## src/rtl/program_counter.sv

```systemverilog
// Fetch-stage program counter: +4 per enabled cycle, hold on stall,
// PC-relative jump by a halfword-scaled immediate, synchronous reset.
module program_counter #(
    parameter int unsigned     XLEN         = 32,
    parameter logic [XLEN-1:0] RESET_VECTOR = '0
) (
    input  logic            clk,
    input  logic            reset,
    input  logic            enable,
    input  logic            jump,
    input  logic [XLEN-1:0] imm,
    output logic [XLEN-1:0] pc_out
);

    localparam logic [XLEN-1:0] INSN_BYTES = XLEN'(4);

    logic [XLEN-1:0] pc_q;
    logic [XLEN-1:0] pc_d;
    logic [XLEN-1:0] offset;

    // Halfword units to bytes; the top imm bit falls off the shift.
    assign offset = {imm[XLEN-2:0], 1'b0};

    // Next PC: stall holds, jump adds the offset, otherwise step one insn.
    always_comb begin
        pc_d = pc_q;
        if (enable) begin
            if (jump) begin
                pc_d = pc_q + offset;
            end else begin
                pc_d = pc_q + INSN_BYTES;
            end
        end
    end

    // PC register; reset overrides everything on the same edge.
    always_ff @(posedge clk) begin
        if (reset) begin
            pc_q <= RESET_VECTOR;
        end else begin
            pc_q <= pc_d;
        end
    end

    assign pc_out = pc_q;

endmodule

```

## config.mk

```make
export PLATFORM = sky130hd
export DESIGN_NAME = program_counter
export DESIGN_NICKNAME = d
export VERILOG_FILES = /design/src/rtl/program_counter.sv
export SDC_FILE = /design/constraint.sdc
export NUM_CORES = 1
export LEC_CHECK = 0
export CAP_MARGIN = 10
export CORE_MARGIN = 5
export CORE_UTILIZATION = 40
export DETAILED_ROUTE_END_ITERATION = 6
export PLACE_DENSITY = 0.73
export SYNTH_ARGS = -nofsm -noshare
export SYNTH_HDL_FRONTEND = slang
export SYNTH_SLANG_ARGS = --single-unit
```

## constraint.sdc

```tcl
create_clock -name clk -period 3.6 [get_ports clk]
set_clock_uncertainty 0.1 [all_clocks]
set_input_delay 1.08 -clock clk [delete_from_list [all_inputs] [get_ports clk]]
set_output_delay 1.08 -clock clk [all_outputs]
set_load 0.01 [all_outputs]
```

After elaboration in Yosys (flattened, before gate mapping)
Index checks and enable logic that the tools add are counted.
{ "totals": {"regBits": 32, "in_bits": 36, "out_inout_bits": 32, "word_cells": 4} }
{ "classes": {"n_addsub": 2, "n_mux": 1} }
{ "op_table": {"columns": ["cell", "count"], "rows": [
  ["$add 32x3->32 const B", 1],
  ["$add 32x32->32", 1],
  ["$mux 32", 1]
]} }

Depth between registers and ports, before layout
Gate-level depths: netlist (run 1).
{ "depth": {"depth_word": 2, "ltp_mapped": 13, "mapped_depth_nobuf": 13} }

Least setup slack after synthesis (run 1)
Ideal clock, no wire load.
{ "synth_path": {"path_kind": "input to register", "startpoint": "in imm[0]", "endpoint": "reg pc_q[25] (netlist: pc_out[25])", "setup_time_ns": 0.103, "t_arrival_ns": 3.134, "required_ns": 3.397, "slack_ns": 0.263, "stages": 13, "path_buffers": 0, "path_cell_list": "ha_1 -> inv_1 -> fa_1 -> nor2b_1 -> o2111ai_1 -> nand2_1 -> a211o_1 -> a21oi_2 -> o211ai_2 -> a21o_1 -> nand3_1 -> o21ai_1 -> a2111oi_2"} }
{ "synth_between": {"elab_chain_cells": 2} }
{ "synth_rtl": {"columns": ["element", "line", "text"], "rows": [
  ["start: declaration", "11", "input logic [XLEN-1:0] imm,"],
  ["$add 32x32->32", "29", "pc_d = pc_q + offset;"],
  ["$mux 32", "28", "if (jump) begin"],
  ["end signal: assignment", "41", "pc_q <= pc_d;"],
  ["end: declaration", "17", "logic [XLEN-1:0] pc_q;"]
]} }
No other way between the ends.
A chain may end at the register's enable or synchronous reset.

Final worst setup path (run 1)
{ "layout_path": {"startpoint": "in imm[7]", "endpoint": "reg pc_q[30] (netlist: pc_out[30])"} }
Same word-level chain as after synthesis.

==> results of run 1 <==
-- through the flow --
stage	power (mW)	instance area (um^2)	setup TNS [ps]	setup slack [ps]	hold WS, ps
2_1_floorplan	0.753	3200	0	263	396
3_3_place_gp	0.968	4230	-6890	-524	369
3_5_place_dp	0.982	4230	-7970	-594	373
4_1_cts	1.31	4450	-18.8	-18.8	388
5_1_grt	1.43	4630	-43.7	-25.9	419
6_report	1.34	4630	0	98.8	385
-- metal layers --
layer / part of all wire (%) / track usage [%] / wire [um] / vias to the layer above
li1: - / - / - / 1859
met4: 0.73 / 3.57 / 70 / 0
met1: 45 / 24.0 / 4370 / 1710
met5: 0 / 0 / 0 / -
met2: 49 / 32.9 / 4730 / 104
met3: 5.0 / 2.73 / 486 / 9
-- cells by family (layout without fill, tap and decap cells) --
logic type	Yosys count	after routing
AO/OA/AOI/OAI	170	170
AND/OR/NAND/NOR	147	147
buffers and inverters	33	139
adder cells (fa/ha/maj)	32	32
flip-flops	31	31
XOR/XNOR	24	24
multiplexers	5	5
other	1	1
-- power groups by stage --
stage          clock network, mW  logic, mW  registers [mW]
2_1_floorplan                  0      0.327           0.425
3_3_place_gp                   0      0.545           0.423
3_5_place_dp                   0      0.557           0.425
4_1_cts                    0.307      0.582           0.418
5_1_grt                    0.325      0.677           0.426
6_report                   0.302      0.617           0.421
-- layout make-up --
class                           instances  area [um^2]
Inverter                               12         45.0
Sequential cell                        31          621
Fill cell                             684         3140
Multi-Input combinational cell        379         2680
Tap cell                              102          128
Clock buffer                            8          100
Timing Repair Buffer                  119         1060
-- final timing paths --
check / from / to / slack [ps] / cells after the start
worst max-delay path: imm[7] / pc_out[30]$_SDFFE_PP0P_ / 100 / 11
worst min-delay path: pc_out[1]$_SDFFE_PP0P_ / pc_out[1]$_SDFFE_PP0P_ / 390 / 2
worst max register to register: pc_out[2]$_SDFFE_PP0P_ / pc_out[14]$_SDFFE_PP0P_ / 750 / 13
worst min register to register: pc_out[1]$_SDFFE_PP0P_ / pc_out[1]$_SDFFE_PP0P_ / 390 / 2
-- cells in the final DEF (no fill, tap or decap), types with 6 or more instances in the layout --
master,count
clkdlybuf4s50_1,60
buf_4,53
nor2_1,46
a21oi_1,44
nand2_1,33
o21ai_0,31
dfxtp_1,31
ha_1,25
nand3_1,19
xnor2_1,19
a21o_1,15
nor3_1,11
inv_1,10
nand2b_1,9
o21a_1,8
a211oi_1,8
clkbuf_8,7
nand4_1,6
o22ai_1,6
a22oi_1,6
-- worst register-to-register path, stage by stage, from the launching register on --
cell      delay (ps)
dfxtp_1          460
ha_1             280
a21o_1           190
a21o_1           200
a211oi_4         350
nor4_4            80
buf_4            160
buf_4            120
o21a_1           180
nor2_1           140
xnor2_1          170
a21oi_1          100
nand2b_1         150
a21oi_1          120
-- repair_timing --
| action | 4_1_cts | 5_1_grt |
|---|---|---|
| buffers inserted | 5 | 4 |
| gates resized for setup | 22 | 23 |
| endpoints found under the setup margin | 15 | 16 |
| pin swaps | 16 | 32 |
==> run summary, run 1 <==
Worst IR Drop VDD = 0.183 mV
max FFs per register = 31
Ant. Diodes = 0
die area = 9900 um^2
simple-gate portion of the synthesized area = 21.5%
Layout Utilization = 59.6%
H-tree levels = 2
crit-path max cell delay = 410 ps
leakage = 1.87 nW
Site Rows = 32
Clock Latency Late Sink = 280 ps
Congestion Overflow GR = 0
Root Driver = clkbuf_8
multiplexer share of the synthesized area = 1.56%
DRC = 0
Tmin final = 3500 ps
post-synth top area cell = dfxtp_1
Setup CP Type = input port to flop
Hold Buf Count CTS = 0
Most used DFF post-synth = dfxtp_1
XOR/XNOR share of the synthesized area = 6.56%
CTS buffer count = 5
post-synthesis register bit count = 31
Die Y = 99.5 um
top cells by count, synth = 49 x a21oi_1, 46 x nor2_1, 34 x nand2_1, 33 x o21ai_0
Nets = 616
Synth Area in Adders = 12.7%
RSZ-0062 raised after global routing = true
placer congestion estimate = 0.805
DRT iter0 DRCs = 186
Synth async-reset ratio = 0%
number of enable flip-flop cells after synthesis = 0
CP most frequent cell = o21ai_4
Psw = 0.472 mW
Reg power frac = 31.4%
worst slew pin tran = 659 ps
maxcap violations = 0
Clock power frac = 22.5%
Mapped Area = 3200 um^2
syn avg cell area = 7.23 um^2
pwr dens = 289 nW/um^2
Clock transition at path regs = 60 ps
post-DP HPWL = 7.10 mm
yosys warns = 0
Gate power share = 46.1%
initial antenna violation count = 0
Max Fanout on Critical Path = 5
syn_nets = 511
Synth area leaders = dfxtp_1 19%, ha_1 12%, a21oi_1 7.7%
DR WL/cell = 14.8 um
endpoints failing hold = 0
Crit-path slowest cell = clkdlybuf4s50_1
register area share after synthesis = 19.4%
first-pass GRT wire length = 15.6 mm
drt via density = 5.66
vias after detailed routing = 3682
post-route ant nets = 0
Ports = 68
fmax = 286 MHz
Synth Area in Compound Gates = 34.1%
die span in x = 99.5 um
status = finished clean
Non-Filler Instances = 651
Synth Instances = 443
area grow syn2layout = 44.4%
Pint = 0.867 mW
most common cell in the synthesized netlist = a21oi_1
first-pass iteration count of the detailed router = 4
critical-path cell list = clkdlybuf4s50_1, ha_1, nand4_1, buf_4, nor4_4, o21ai_4, a21oi_4, o21ai_4, o31ai_2, xnor2_1, o22ai_1
final setup violation count = 0
Startpoint Class = input port
vias in the first global route = 3508
CP Data Required Time = 3670 ps
Post-Place Cells = 634
switching part of the total = 35.3%
Tot GR Track Use = 18.6%
largest family of logic cells by synthesized area = compound AO/OA/AOI/OAI gates
Final Max Tran Viols = 0
Max Buffers Root-to-Sink = 2
element type at the critical path end = flop
largest net degree at the start of global routing = 41
Initial Util = 41.3%
Synth cell types = 57
area of the core = 7770 um^2
Slew Limit Headroom = 56.0%
CTS tree = yes
period utilization = 97.3%
I/O Buffers = 65
Worst Hold Class = flop to flop
CP arrival = 3570 ps
Yosys top cell area share = 19.4%
CP Buf/Inv Count = 2
final wirelength = 9.65 mm
CTS Sinks = 31
cell family with most CP delay = compound AO/OA/AOI/OAI gates
ratio of cells with drive above 1 in the final layout = 18.0%
(Power assumes the default switching activity.)
==> run 2: changes to the inputs <==
Settings changed: CTS_CLUSTER_DIAMETER from default to 40.
==> results of run 2 <==
Final layout, timing and power as in run 1 (identical DEF).
